$ cat config.mk
export PLATFORM = sky130hd
export DESIGN_NAME = tilelink_xact_tracker
export DESIGN_NICKNAME = d
export VERILOG_FILES = /design/src/rtl/tl_track_pkg.sv /design/src/rtl/tl_track_entry.sv /design/src/rtl/tilelink_xact_tracker.sv
export SDC_FILE = /design/constraint.sdc
export NUM_CORES = 1
export LEC_CHECK = 0
export CAP_MARGIN = 20
export CORE_ASPECT_RATIO = 1.5
export CORE_MARGIN = 5
export CORE_UTILIZATION = 57
export DETAILED_ROUTE_END_ITERATION = 10
export DONT_BUFFER_PORTS = 1
export GPL_ROUTABILITY_DRIVEN = 0
export PLACE_DENSITY = 0.73
export SLEW_MARGIN = 15
export SYNTH_ARGS = -nofsm -noshare
export SYNTH_HDL_FRONTEND = slang
export SYNTH_HIERARCHICAL = 1
export SYNTH_SLANG_ARGS = --single-unit
$ cat constraint.sdc
create_clock -name clk -period 12.7 [get_ports clk]
set_input_delay 1.27 -clock clk [delete_from_list [all_inputs] [get_ports clk]]
set_output_delay 1.27 -clock clk [all_outputs]
set_load 0.05 [all_outputs]
$ cat src/rtl/tl_track_pkg.sv
// Shared types and helpers for the TileLink transaction tracker.
// Entry states, error bit positions and burst-length decode live here.
package tl_track_pkg;

  typedef enum logic [2:0] {
    ST_IDLE,
    ST_ACQ,
    ST_WAIT_GNT,
    ST_GNT,
    ST_WAIT_FIN
  } entry_state_e;

  localparam int ERR_W           = 6;
  localparam int ERR_OVERFLOW    = 0;
  localparam int ERR_DUP_ID      = 1;
  localparam int ERR_GNT_NOMATCH = 2;
  localparam int ERR_FIN_NOMATCH = 3;
  localparam int ERR_BEAT_ORDER  = 4;
  localparam int ERR_TIMEOUT     = 5;

  localparam logic [2:0] A_PUT_BLOCK      = 3'd3;
  localparam logic [3:0] G_GET_DATA_BLOCK = 4'd4;

  function automatic logic acq_multibeat(input logic builtin, input logic [2:0] a_type);
    return builtin && (a_type == A_PUT_BLOCK);
  endfunction

  function automatic logic gnt_multibeat(input logic builtin, input logic [3:0] g_type);
    return builtin ? (g_type == G_GET_DATA_BLOCK) : 1'b1;
  endfunction

endpackage

$ cat src/rtl/tl_track_entry.sv
// One tracker table slot: lifecycle FSM, stored request fields and CAM compares.
// state | meaning
// IDLE     | slot free
// ACQ      | multi-beat acquire still streaming in
// WAIT_GNT | acquire complete, waiting for first grant beat
// GNT      | multi-beat grant streaming
// WAIT_FIN | coherent grant done, waiting for finish
module tl_track_entry
  import tl_track_pkg::*;
#(
  parameter int CLIENT_ID_W = 2,
  parameter int XACT_ID_W   = 5,
  parameter int MGR_XACT_W  = 4
) (
  input  logic                   clk,
  input  logic                   reset,
  input  logic                   alloc,
  input  logic                   alloc_burst,
  input  logic [CLIENT_ID_W-1:0] alloc_client_id,
  input  logic [XACT_ID_W-1:0]   alloc_xact_id,
  input  logic                   alloc_builtin,
  input  logic [2:0]             alloc_a_type,
  input  logic                   acq_close,
  input  logic                   gnt_hit,
  input  logic                   gnt_last,
  input  logic                   gnt_builtin,
  input  logic [MGR_XACT_W-1:0]  gnt_mgr_xact_id,
  input  logic                   fin_hit,
  input  logic [CLIENT_ID_W-1:0] cmp_acq_client_id,
  input  logic [XACT_ID_W-1:0]   cmp_acq_xact_id,
  input  logic [CLIENT_ID_W-1:0] cmp_gnt_client_id,
  input  logic [XACT_ID_W-1:0]   cmp_gnt_xact_id,
  input  logic [MGR_XACT_W-1:0]  cmp_fin_mgr_xact_id,
  output logic                   busy,
  output logic                   acq_id_match,
  output logic                   gnt_match,
  output logic                   fin_match,
  output logic                   free_now
);

  entry_state_e           state_q, state_d;
  logic [CLIENT_ID_W-1:0] client_id_q, client_id_d;
  logic [XACT_ID_W-1:0]   xact_id_q, xact_id_d;
  logic                   builtin_q, builtin_d;
  logic [2:0]             a_type_q, a_type_d;
  logic [MGR_XACT_W-1:0]  mgr_xact_id_q, mgr_xact_id_d;

  assign busy         = (state_q != ST_IDLE);
  assign acq_id_match = busy && (client_id_q == cmp_acq_client_id) && (xact_id_q == cmp_acq_xact_id);
  assign gnt_match    = ((state_q == ST_WAIT_GNT) || (state_q == ST_GNT)) &&
                        (client_id_q == cmp_gnt_client_id) && (xact_id_q == cmp_gnt_xact_id);
  assign fin_match    = (state_q == ST_WAIT_FIN) && (mgr_xact_id_q == cmp_fin_mgr_xact_id);

  always_comb begin
    state_d       = state_q;
    client_id_d   = client_id_q;
    xact_id_d     = xact_id_q;
    builtin_d     = builtin_q;
    a_type_d      = a_type_q;
    mgr_xact_id_d = mgr_xact_id_q;
    free_now      = 1'b0;
    case (state_q)
      ST_IDLE: begin
        if (alloc) begin
          client_id_d = alloc_client_id;
          xact_id_d   = alloc_xact_id;
          builtin_d   = alloc_builtin;
          a_type_d    = alloc_a_type;
          state_d     = alloc_burst ? ST_ACQ : ST_WAIT_GNT;
        end
      end
      ST_ACQ: begin
        if (acq_close && acq_multibeat(builtin_q, a_type_q)) state_d = ST_WAIT_GNT;
      end
      ST_WAIT_GNT, ST_GNT: begin
        if (gnt_hit) begin
          mgr_xact_id_d = gnt_mgr_xact_id;
          if (!gnt_last) begin
            state_d = ST_GNT;
          end else if (gnt_builtin) begin
            state_d  = ST_IDLE;
            free_now = 1'b1;
          end else begin
            state_d = ST_WAIT_FIN;
          end
        end
      end
      ST_WAIT_FIN: begin
        if (fin_hit) begin
          state_d  = ST_IDLE;
          free_now = 1'b1;
        end
      end
      default: state_d = ST_IDLE;
    endcase
  end

  always_ff @(posedge clk or negedge reset) begin
    if (!reset) begin
      state_q       <= ST_IDLE;
      client_id_q   <= '0;
      xact_id_q     <= '0;
      builtin_q     <= 1'b0;
      a_type_q      <= '0;
      mgr_xact_id_q <= '0;
    end else begin
      state_q       <= state_d;
      client_id_q   <= client_id_d;
      xact_id_q     <= xact_id_d;
      builtin_q     <= builtin_d;
      a_type_q      <= a_type_d;
      mgr_xact_id_q <= mgr_xact_id_d;
    end
  end

endmodule

$ cat src/rtl/tilelink_xact_tracker.sv
// Passive TileLink acquire/grant/finish monitor: tracks each acquire in a table,
// counts traffic, latches sticky protocol errors and runs a stall watchdog.
module tilelink_xact_tracker
  import tl_track_pkg::*;
#(
  parameter int CLIENT_ID_W = 2,
  parameter int XACT_ID_W   = 5,
  parameter int MGR_XACT_W  = 4,
  parameter int BEAT_W      = 2,
  parameter int NUM_XACT    = 8,
  parameter int TIMEOUT     = 4096,
  parameter int CNT_W       = 32
) (
  input  logic                           clk,
  input  logic                           reset,
  input  logic                           acq_valid,
  input  logic                           acq_ready,
  input  logic [CLIENT_ID_W-1:0]         acq_client_id,
  input  logic [XACT_ID_W-1:0]           acq_client_xact_id,
  input  logic [BEAT_W-1:0]              acq_addr_beat,
  input  logic                           acq_is_builtin,
  input  logic [2:0]                     acq_a_type,
  input  logic                           gnt_valid,
  input  logic                           gnt_ready,
  input  logic [CLIENT_ID_W-1:0]         gnt_client_id,
  input  logic [XACT_ID_W-1:0]           gnt_client_xact_id,
  input  logic [MGR_XACT_W-1:0]          gnt_mgr_xact_id,
  input  logic [BEAT_W-1:0]              gnt_addr_beat,
  input  logic                           gnt_is_builtin,
  input  logic [3:0]                     gnt_g_type,
  input  logic                           fin_valid,
  input  logic                           fin_ready,
  input  logic [MGR_XACT_W-1:0]          fin_mgr_xact_id,
  input  logic                           rel_valid,
  input  logic                           rel_ready,
  input  logic                           rel_voluntary,
  output logic [CNT_W-1:0]               cnt_acquire,
  output logic [CNT_W-1:0]               cnt_grant,
  output logic [CNT_W-1:0]               cnt_finish,
  output logic [CNT_W-1:0]               cnt_vol_release,
  output logic [$clog2(NUM_XACT+1)-1:0]  outstanding,
  output logic [ERR_W-1:0]               err_flags,
  output logic [2:0]                     first_err
);

  localparam int OUT_W = $clog2(NUM_XACT + 1);
  localparam int IDX_W = (NUM_XACT > 1) ? $clog2(NUM_XACT) : 1;
  localparam logic [BEAT_W-1:0] LAST_BEAT = '1;
  localparam logic [15:0] WD_LIMIT = 16'(TIMEOUT);

  function automatic logic [IDX_W-1:0] lowest(input logic [NUM_XACT-1:0] v);
    logic [IDX_W-1:0] idx;
    idx = '0;
    for (int i = NUM_XACT - 1; i >= 0; i--) if (v[i]) idx = IDX_W'(i);
    return idx;
  endfunction

  logic acq_fire, gnt_fire, fin_fire, rel_fire;
  assign acq_fire = acq_valid & acq_ready;
  assign gnt_fire = gnt_valid & gnt_ready;
  assign fin_fire = fin_valid & fin_ready;
  assign rel_fire = rel_valid & rel_ready;

  logic [NUM_XACT-1:0] busy, acq_id_match, gnt_match, fin_match, free_now;
  logic [NUM_XACT-1:0] alloc_vec, acq_close_vec, gnt_hit_vec, fin_hit_vec;

  logic              acq_open_q, acq_open_d, acq_hit_q, acq_hit_d;
  logic [IDX_W-1:0]  acq_idx_q, acq_idx_d;
  logic [BEAT_W-1:0] acq_exp_q, acq_exp_d;
  logic              gnt_open_q, gnt_open_d, gnt_hit_q, gnt_hit_d;
  logic [IDX_W-1:0]  gnt_idx_q, gnt_idx_d;
  logic [BEAT_W-1:0] gnt_exp_q, gnt_exp_d;

  logic [CNT_W-1:0]  cnt_acquire_q, cnt_acquire_d, cnt_grant_q, cnt_grant_d;
  logic [CNT_W-1:0]  cnt_finish_q, cnt_finish_d, cnt_vol_release_q, cnt_vol_release_d;
  logic [OUT_W-1:0]  outstanding_q, outstanding_d, free_cnt;
  logic [15:0]       wd_q, wd_d;
  logic [ERR_W-1:0]  err_flags_q, err_flags_d, err_new;
  logic [2:0]        first_err_q, first_err_d;

  // First beat of an acquire/grant is the one seen while no burst of that channel is open.
  logic             acq_first, acq_cont, acq_mb, acq_last_beat, alloc_found, alloc_burst;
  logic [IDX_W-1:0] alloc_idx;
  logic             gnt_first, gnt_cont, gnt_vol, gnt_mb, gnt_last_beat, gnt_last, gnt_found;
  logic [IDX_W-1:0] gnt_idx;
  logic             fin_found;

  assign acq_first     = acq_fire & ~acq_open_q;
  assign acq_cont      = acq_fire & acq_open_q;
  assign acq_mb        = acq_multibeat(acq_is_builtin, acq_a_type);
  assign acq_last_beat = (acq_addr_beat == LAST_BEAT);
  assign alloc_found   = ~&busy;
  assign alloc_idx     = lowest(~busy);
  assign alloc_burst   = acq_mb & ~acq_last_beat;

  assign gnt_first     = gnt_fire & ~gnt_open_q;
  assign gnt_cont      = gnt_fire & gnt_open_q;
  assign gnt_vol       = gnt_is_builtin && (gnt_g_type == 4'd0);
  assign gnt_mb        = gnt_multibeat(gnt_is_builtin, gnt_g_type);
  assign gnt_last_beat = (gnt_addr_beat == LAST_BEAT);
  assign gnt_last      = (gnt_first && !gnt_mb) ? 1'b1 : gnt_last_beat;
  assign gnt_found     = |gnt_match;
  assign gnt_idx       = lowest(gnt_match);
  assign fin_found     = |fin_match;

  always_comb begin
    for (int i = 0; i < NUM_XACT; i++) begin
      alloc_vec[i]     = acq_first && alloc_found && (alloc_idx == IDX_W'(i));
      acq_close_vec[i] = acq_cont && acq_last_beat && acq_hit_q && (acq_idx_q == IDX_W'(i));
      gnt_hit_vec[i]   = (gnt_first && !gnt_vol && gnt_found && (gnt_idx == IDX_W'(i))) ||
                         (gnt_cont && gnt_hit_q && (gnt_idx_q == IDX_W'(i)));
      fin_hit_vec[i]   = fin_fire && fin_found && (lowest(fin_match) == IDX_W'(i));
    end
  end

  for (genvar g = 0; g < NUM_XACT; g++) begin : g_entry
    tl_track_entry #(
      .CLIENT_ID_W(CLIENT_ID_W),
      .XACT_ID_W  (XACT_ID_W),
      .MGR_XACT_W (MGR_XACT_W)
    ) u_entry (
      .clk                (clk),
      .reset              (reset),
      .alloc              (alloc_vec[g]),
      .alloc_burst        (alloc_burst),
      .alloc_client_id    (acq_client_id),
      .alloc_xact_id      (acq_client_xact_id),
      .alloc_builtin      (acq_is_builtin),
      .alloc_a_type       (acq_a_type),
      .acq_close          (acq_close_vec[g]),
      .gnt_hit            (gnt_hit_vec[g]),
      .gnt_last           (gnt_last),
      .gnt_builtin        (gnt_is_builtin),
      .gnt_mgr_xact_id    (gnt_mgr_xact_id),
      .fin_hit            (fin_hit_vec[g]),
      .cmp_acq_client_id  (acq_client_id),
      .cmp_acq_xact_id    (acq_client_xact_id),
      .cmp_gnt_client_id  (gnt_client_id),
      .cmp_gnt_xact_id    (gnt_client_xact_id),
      .cmp_fin_mgr_xact_id(fin_mgr_xact_id),
      .busy               (busy[g]),
      .acq_id_match       (acq_id_match[g]),
      .gnt_match          (gnt_match[g]),
      .fin_match          (fin_match[g]),
      .free_now           (free_now[g])
    );
  end

  always_comb begin
    acq_open_d = acq_open_q;
    acq_hit_d  = acq_hit_q;
    acq_idx_d  = acq_idx_q;
    acq_exp_d  = acq_exp_q;
    if (acq_first && alloc_burst) begin
      acq_open_d = 1'b1;
      acq_hit_d  = alloc_found;
      acq_idx_d  = alloc_idx;
      acq_exp_d  = acq_addr_beat + BEAT_W'(1);
    end else if (acq_cont) begin
      acq_open_d = ~acq_last_beat;
      acq_exp_d  = acq_addr_beat + BEAT_W'(1);
    end

    gnt_open_d = gnt_open_q;
    gnt_hit_d  = gnt_hit_q;
    gnt_idx_d  = gnt_idx_q;
    gnt_exp_d  = gnt_exp_q;
    if (gnt_first && !gnt_vol && !gnt_last) begin
      gnt_open_d = 1'b1;
      gnt_hit_d  = gnt_found;
      gnt_idx_d  = gnt_idx;
      gnt_exp_d  = gnt_addr_beat + BEAT_W'(1);
    end else if (gnt_cont) begin
      gnt_open_d = ~gnt_last_beat;
      gnt_exp_d  = gnt_addr_beat + BEAT_W'(1);
    end
  end

  always_comb begin
    err_new = '0;
    err_new[ERR_OVERFLOW]    = acq_first && !alloc_found;
    err_new[ERR_DUP_ID]      = acq_first && (|acq_id_match);
    err_new[ERR_GNT_NOMATCH] = gnt_first && !gnt_vol && !gnt_found;
    err_new[ERR_FIN_NOMATCH] = fin_fire && !fin_found;
    err_new[ERR_BEAT_ORDER]  = (acq_first && acq_mb && (acq_addr_beat != '0)) ||
                               (acq_cont && (acq_addr_beat != acq_exp_q)) ||
                               (gnt_first && !gnt_vol && gnt_mb && (gnt_addr_beat != '0)) ||
                               (gnt_cont && (gnt_addr_beat != gnt_exp_q));

    // Watchdog only runs while something is outstanding and the bus is quiet.
    if (acq_fire || gnt_fire || fin_fire || (outstanding_q == '0)) wd_d = '0;
    else if (wd_q == WD_LIMIT) wd_d = wd_q;
    else wd_d = wd_q + 16'd1;
    err_new[ERR_TIMEOUT] = (wd_d == WD_LIMIT);

    err_flags_d = err_flags_q | err_new;
    first_err_d = first_err_q;
    if (first_err_q == 3'd0) begin
      for (int i = ERR_W - 1; i >= 0; i--) if (err_new[i]) first_err_d = 3'(i + 1);
    end

    free_cnt = '0;
    for (int i = 0; i < NUM_XACT; i++) free_cnt = free_cnt + OUT_W'(free_now[i]);
    outstanding_d = outstanding_q + OUT_W'(|alloc_vec) - free_cnt;

    cnt_acquire_d     = (acq_first && cnt_acquire_q != '1) ? cnt_acquire_q + CNT_W'(1) : cnt_acquire_q;
    cnt_grant_d       = (gnt_first && cnt_grant_q != '1) ? cnt_grant_q + CNT_W'(1) : cnt_grant_q;
    cnt_finish_d      = (fin_fire && cnt_finish_q != '1) ? cnt_finish_q + CNT_W'(1) : cnt_finish_q;
    cnt_vol_release_d = (rel_fire && rel_voluntary && cnt_vol_release_q != '1) ?
                        cnt_vol_release_q + CNT_W'(1) : cnt_vol_release_q;
  end

  always_ff @(posedge clk or negedge reset) begin
    if (!reset) begin
      acq_open_q        <= 1'b0;
      acq_hit_q         <= 1'b0;
      acq_idx_q         <= '0;
      acq_exp_q         <= '0;
      gnt_open_q        <= 1'b0;
      gnt_hit_q         <= 1'b0;
      gnt_idx_q         <= '0;
      gnt_exp_q         <= '0;
      cnt_acquire_q     <= '0;
      cnt_grant_q       <= '0;
      cnt_finish_q      <= '0;
      cnt_vol_release_q <= '0;
      outstanding_q     <= '0;
      wd_q              <= '0;
      err_flags_q       <= '0;
      first_err_q       <= '0;
    end else begin
      acq_open_q        <= acq_open_d;
      acq_hit_q         <= acq_hit_d;
      acq_idx_q         <= acq_idx_d;
      acq_exp_q         <= acq_exp_d;
      gnt_open_q        <= gnt_open_d;
      gnt_hit_q         <= gnt_hit_d;
      gnt_idx_q         <= gnt_idx_d;
      gnt_exp_q         <= gnt_exp_d;
      cnt_acquire_q     <= cnt_acquire_d;
      cnt_grant_q       <= cnt_grant_d;
      cnt_finish_q      <= cnt_finish_d;
      cnt_vol_release_q <= cnt_vol_release_d;
      outstanding_q     <= outstanding_d;
      wd_q              <= wd_d;
      err_flags_q       <= err_flags_d;
      first_err_q       <= first_err_d;
    end
  end

  assign cnt_acquire     = cnt_acquire_q;
  assign cnt_grant       = cnt_grant_q;
  assign cnt_finish      = cnt_finish_q;
  assign cnt_vol_release = cnt_vol_release_q;
  assign outstanding     = outstanding_q;
  assign err_flags       = err_flags_q;
  assign first_err       = first_err_q;

endmodule
==> results of run 1 <==
## power by group
group | total, W | switching, W | internal (W) | leakage (nW)
registers | 0.00163 | 0.000431 | 0.00119 | 4.15
logic | 0.000696 | 0.000293 | 0.000403 | 3.42
clock network | 0.000975 | 0.000399 | 0.000577 | 0.523
total | 0.00330 | 0.00112 | 0.00217 | 8.10
## Yosys cell counts (16+ instances only)
master | count | share of area
o21ai_0 | 21 | 0.0060
nor3_1 | 66 | 0.019
and3_1 | 38 | 0.014
nor2_1 | 118 | 0.025
buf_6 | 16 | 0.010
dfrtp_1 | 315 | 0.45
nand4_1 | 64 | 0.023
nand2_1 | 103 | 0.022
mux2_4 | 80 | 0.069
ha_1 | 18 | 0.013
nand3_1 | 84 | 0.024
xnor2_1 | 192 | 0.096
xor2_1 | 92 | 0.046
a21oi_1 | 24 | 0.0069
inv_1 | 61 | 0.013
mux2_2 | 50 | 0.032
nor4_1 | 19 | 0.0068
## registers in the layout, indices dropped and copies added (netlist names)
| signal | flops |
|---|---|
| g_entry.u_entry/state_q | 24 |
| cnt_vol_release | 32 |
| g_entry.u_entry/a_type_q | 24 |
| gnt_hit_q | 1 |
| acq_exp_q | 2 |
| acq_idx_q | 3 |
| gnt_open_q | 1 |
| g_entry.u_entry/client_id_q | 16 |
| cnt_acquire | 32 |
| g_entry.u_entry/builtin_q | 8 |
| cnt_finish | 32 |
| gnt_exp_q | 2 |
| gnt_idx_q | 3 |
| g_entry.u_entry/xact_id_q | 40 |
| g_entry.u_entry/mgr_xact_id_q | 32 |
| first_err | 3 |
| outstanding | 4 |
| acq_open_q | 1 |
| cnt_grant | 32 |
| acq_hit_q | 1 |
| err_flags | 6 |
| wd_q | 16 |
## stage by stage
stage,instances,utilization
floorplan,1599,-
global placement,1964,0.584
detailed placement,1965,0.585
CTS,2021,0.620
global route,2022,0.621
finish,2022,0.621
## critical path, delay by kind of cell
kind / cells / cell delay [ns]
adders and majority gates: 6 / 1.93
buffers and inverters: 5 / 0.35
AOI/OAI and AO/OA: 3 / 0.94
xor gates and xnor gates: 3 / 0.43
and+or+nand+nor: 6 / 1.01
## layout make-up
type	instances	area, um^2
Fill cell	2438	11500
Multi-Input combinational cell	1183	9030
Sequential cell	315	7880
Clock buffer	44	905
Tap cell	400	500
Inverter	61	229
Clock inverter	12	179
Timing Repair Buffer	7	60.1
## metal layers
layer  vias up  wire length, um  global-route usage
met5         -                0                   0
met4         0             1890               0.106
met3       102             2620              0.0539
met2       345            21900               0.434
met1      6104            16200               0.287
li1       5621                -                   -
## cells by family (layout without fill, tap and decap cells)
logic type	count (synthesis)	after routing	synth area share
buffers and inverters	101	124	0.0308
AOI/OAI and AO/OA	123	123	0.0520
and+or+nand+nor	612	612	0.196
DFF	315	315	0.452
adders and majority gates	24	24	0.0198
xor gates and xnor gates	284	284	0.143
muxes	140	140	0.107
## how the worst max path moves through the flow
stage | from | to
6_report | gnt_client_id[1] | outstanding[3]
4_1_cts | gnt_ready | outstanding[3]
2_1_floorplan | gnt_ready | outstanding[3]
3_3_place_gp | fin_mgr_xact_id[0] | outstanding[3]
3_5_place_dp | gnt_ready | outstanding[3]
5_1_grt | gnt_client_id[1] | outstanding[3]
==> results.md, run 1 <==
- Final worst path period share: 0.432
- Clock Pin Slew Worst Setup and Hold Paths: 0.06 ns
- Hold_buf cts: 0
- Detailed Place HPWL: 30700 um
- Clock sinks: 315
- Cell area after layout: 18800 um^2
- Die width: 153 um
- CP Max Fanout: 8
- Cells on worst reg2reg path: 23
- Tot GR Track Use: 0.245
- Worst vdd ir: 124 uV
- Final Max Tran Viols: 0
- Worst path cell trace: xnor2_1 > nand4_1 > nor2_1 > nor2_1 > a21boi_0 > nand2_1 > o22ai_1 > and3_1 > nand2_1 > o21ai_0 > inv_1 > fa_1 > inv_1 > fa_1 > inv_1 > fa_1 > inv_1 > fa_1 > inv_1 > ha_1 > ha_1 > xor2_1 > xnor2_1
- Vias in the first global route: 12500
- Asr flop ratio synth: 1.00
- Post-synthesis cell count: 1599
- ANT nets after route: 0
- Pwr per Cell Area: 176 nW/um^2
- Slowest stage cell on the critical path: fa_1
- Unrepaired setup endpoints after global routing: false
- Total Die Area: 34300 um^2
- Via-per-instance ratio: 6.02
- Reg-to-reg startpoint: g_entry[6].u_entry/state_q[2]
- Routed wire per std cell: 21.1 um
- Setup violators final: 0
- Post-synthesis cell type count: 72
- # IOs: 187
- Seq/Total Area, Yosys: 0.452
- Initial DRT Pass Iterations: 5
- Status: complete, no violations
- Post-CTS Resized: 0
- Worst-Margin Slew: 1.15 ns
- Most frequent cell on the critical path: inv_1
- Post-CTS Setup Bufs: 0
- Num rows: 78
- Leak Pwr: 8.10 nW
- HP Class: in -> async
- #FFs+latches synth: 315
- H-tree lvl count: 1
- Final hold vios: 0
- Worst r2r dst: outstanding[3]
- Worst Setup End Kind: flop
- Port Buffer Count: 0
- DR iter-0 viols: 612
- Relative slew slack: 0.232
- Fin Clk Skew: 0.0185 ns
- Synthesis-to-finish area growth: 7.71%
- Max_cap viols: 0
- Pin count of the biggest net entering global routing: 316
- F_max: 0.182 GHz
- CP max stage delay: 0.50 ns
- Number of synthesized flops with an enable pin: 0
- Crit path kind: in -> reg
- Post-Syn Nets: 1669
- Core Region: 30300 um^2
- GR Overflow Total: 0
- Yosys warns: 6
- Commonest non-fill, non-tap cell in the layout: dfrtp_1
- CTS tree: yes
- Vias: 12200
- Main synth FF type: dfrtp_1
- Dpl ws: 6.63 ns
- Slack of the worst reg-to-reg path: 7.29 ns
- Worst Path Arrival: 5.94 ns
- Clock Latency Late Sink: 0.57 ns
- Placed inst area: 17700 um^2
- Post-Route WL: 42600 um
- Clock buffer depth: 3
- Initial antenna violation count: 0
- TritonCTS Buffers: 31
- Final net count: 1669
- Final WS setup: 7.21 ns
- Commonest non-fill, non-tap cells in the layout: dfrtp_1, xnor2_1, nor2_1, nand2_1, xor2_1
- First-pass GRT wire length: 68900 um
- Antenna diode count: 0
- Power Total: 0.00330 W
- Tmin final: 5.49 ns
- Syn Area/Cell: 10.9 um^2
- Starting Density: 0.576
- Min Hold Slack: 0.407 ns
- Mapped Area: 17400 um^2
- CP Data Required Time: 13.15 ns
- Die H: 224 um
- Drt drc: 0
- Crit path launch type: input port
- Total negative slack: 0 ns
- Root buffer cell: clkbuf_16
- Share of layout cells above drive strength 1: 0.150
Note: power is estimated with default switching activity, not from simulation.
==> run 2: changes to the inputs <==
- ABC_AREA: not set -> 1
- PLACE_DENSITY: 0.73 -> 0.76
- clock period: 12.7 -> 4.95 ns (I/O delays scaled with it)
==> run 2 against run 1 <==
The flow now finishes with violations (negative hold slack); worst setup slack worse by 7.1 ns; clock power increased to 2.8 times the previous value; routed wire length grew 20%; sequential share of layout area decreased by 5.2 points; die area increased by 9.7%; critical endpoint unchanged; highest routed layer unchanged.
==> results.md, run 2 <==
- Final hold vios: 315
- Total Die Area: 37600 um^2
- Crit path launch type: flop
- Die width: 160 um
- Top reg by flops: g_entry.u_entry/xact_id_q
- Worst Path Arrival: 5.21 ns
- Int Pwr: 0.00585 W
- Cell area after layout: 21400 um^2
- Status: finished with violations
- Post-Syn Nets: 2425
- F_max: 0.208 GHz
- Post-synthesis cell count: 2355
- Asr flop ratio synth: 1.00
- ANT nets after route: 0
- CP Max Fanout: 4
- Reg-to-reg startpoint: g_entry[0].u_entry/state_q[2]
- Worst r2r dst: outstanding[3]
- Synthesis-to-finish area growth: 11.4%
- DR iter-0 viols: 959
- Num rows: 82
- Drt drc: 0
- Leak Pwr: 10.3 nW
- Placed inst area: 20000 um^2
- Worst Setup End Kind: flop
- Largest register FFs: 40
- #FFs+latches synth: 315
- Placed insts: 2809
- Clock buffer depth: 3
- Syn Area/Cell: 8.17 um^2
- Failing checks: negative hold slack
- Highest metal used: met4
- Relative slew slack: 0.363
- Clock Pin Slew Worst Setup and Hold Paths: 0.06 ns
- Commonest cells in the netlist: nand2_1, dfrtp_1, inv_1
- Clock Latency Late Sink: 0.53 ns
- Most numerous cell in the Yosys netlist: nand2_1
- Switching pwr: 0.00341 W
- Tot GR Track Use: 0.265
- Mapped Area: 19200 um^2
- Antenna diode count: 0
- HP Class: in -> async
- Post-Route WL: 51100 um
- Routed wire per std cell: 17.8 um
- Cells on worst reg2reg path: 25
- Via-per-instance ratio: 5.57
- Detailed Place HPWL: 37300 um
- Switching part of the total: 0.368
- Post-synthesis cell type count: 46
- Largest area contributor in the netlist: dfrtp_1
- Die H: 235 um
- Sequential power share: 0.452
- Met3 WL post-DR: 3200 um
- # IOs: 187
- Fin cells: 2877
- Commonest non-fill, non-tap cell in the layout: nand2_1
- Starting Density: 0.577
- Final net count: 2502
- Commonest non-fill, non-tap cells in the layout: nand2_1, dfrtp_1, inv_1, nor2_1, xnor2_1
- Worst-Margin Slew: 0.955 ns
- Yosys warns: 6
- Routed met2 length: 26300 um
- Combinational Power Share: 0.258
- CP Data Required Time: 5.36 ns
- Min Hold Slack: -0.331 ns
- Vias in the first global route: 16000
- Crit path kind: reg -> reg
- Initial antenna violation count: 0
- Final Max Tran Viols: 0
- Pwr per Cell Area: 432 nW/um^2
- Yosys top cell area share: 0.410
- Share of layout cells above drive strength 1: 0.184
- Met1 wire length: 18200 um
- Port Buffer Count: 0
- Slack of the worst reg-to-reg path: 0.15 ns
- TritonCTS Buffers: 34
- Main synth FF type: dfrtp_1
- Clock sinks: 315
- Fin Clk Skew: 0.00838 ns
- CTS tree: yes
- Pin count of the biggest net entering global routing: 316
- Core Region: 33300 um^2
- Tmin final: 4.80 ns
- Main area contributors after synthesis: dfrtp_1, nand2_1, xnor2_1
- Total negative slack: 0 ns
- GR Overflow Total: 0
- Number of synthesized flops with an enable pin: 0
- H-tree lvl count: 2
- Vias: 16000
- Worst vdd ir: 431 uV
- Clock group share of total power: 0.290
- Core Util, Final: 0.643
- First-pass GRT wire length: 81800 um
- Max_cap viols: 0
- Final worst path period share: 0.969
- Setup violators final: 0
- Root buffer cell: clkbuf_16
- Seq/Total Area, Yosys: 0.410
- Initial DRT Pass Iterations: 6
-- run 2: cell families (layout without fill, tap and decap cells) --
family,Yosys count,in the layout,synth area share
adder cells (fa/ha/maj),24,24,0.0180
XOR/XNOR,223,223,0.102
buffers and inverters,344,446,0.0720
multiplexers,50,50,0.0386
AND/OR/NAND/NOR,1268,1268,0.313
flip-flops,315,315,0.410
AO/OA/AOI/OAI,131,131,0.0471
-- run 2: how the worst max path moves through the flow --
stage | start | end | slack, ns | cells after the start
finish | g_entry[0].u_entry/state_q[2] | outstanding[3] | 0.15 | 25
global route | g_entry[0].u_entry/state_q[2] | outstanding[3] | -0.09 | 25
CTS | g_entry[6].u_entry/state_q[1] | outstanding[3] | 0.01 | 29
detailed placement | gnt_client_xact_id[1] | outstanding[3] | -0.02 | 29
global placement | gnt_client_xact_id[1] | outstanding[3] | 0.04 | 29
floorplan | g_entry[6].u_entry/state_q[1] | outstanding[3] | 0.33 | 29
-- run 2: area by class of cell --
| cell class | count | area [um^2] |
|---|---|---|
| flip-flops and latches | 315 | 7880 |
| clock buffers | 51 | 1060 |
| clock inverters | 10 | 134 |
| fillers | 2736 | 11900 |
| repair buffers | 57 | 428 |
| multi-input cells | 1696 | 10200 |
| inverters | 328 | 1230 |
| well taps | 420 | 526 |
-- run 2: routing by layer --
layer	up-vias	GRT usage
li1	7620	-
met1	7654	0.281
met2	536	0.480
met3	221	0.0607
met4	0	0.149
met5	-	0
-- run 2: power groups by stage --
stage | Combinational (W) | Sequential, W | Clock, W
2_1_floorplan | 0.00181 | 0.00407 | 0
3_3_place_gp | 0.00219 | 0.00418 | 0
3_5_place_dp | 0.00228 | 0.00422 | 0
4_1_cts | 0.00231 | 0.00418 | 0.00275
5_1_grt | 0.00266 | 0.00426 | 0.00285
6_report | 0.00238 | 0.00418 | 0.00269
-- run 2: repair_timing --
item,CTS,global route
buffers inserted,0,7
endpoints found under the setup margin,1,2
pin swaps,0,28
hold endpoints to repair,315,315
gates resized for setup,1,62
-- run 2: metrics by stage --
stage	setup slack (ns)	hold WS (ns)	power, W
floorplan	0.330	0.199	0.00588
global placement	0.0422	0.213	0.00636
global route	-0.0942	-0.346	0.00977
detailed placement	-0.0156	0.213	0.00650
CTS	0.0136	-0.346	0.00923
finish	0.152	-0.331	0.00925
-- run 2: worst max-delay path: stages (launching register included) --
cell and delay, ns:
dfrtp_1 0.39, nor2_2 0.28, o21ai_1 0.11, nor2_1 0.13, nand3_1 0.14, nor2_4 0.27, nor4_2 0.10, inv_1 0.10
nand2_1 0.14, o22ai_2 0.21, buf_4 0.14, inv_1 0.06, nor2_4 0.11, nand3_1 0.06, nand2_1 0.13, inv_1 0.08
fa_1 0.49, ha_1 0.22, fa_2 0.34, inv_2 0.06, fa_1 0.39, inv_1 0.06, ha_1 0.22, ha_2 0.18
xor2_2 0.15, xnor2_1 0.12
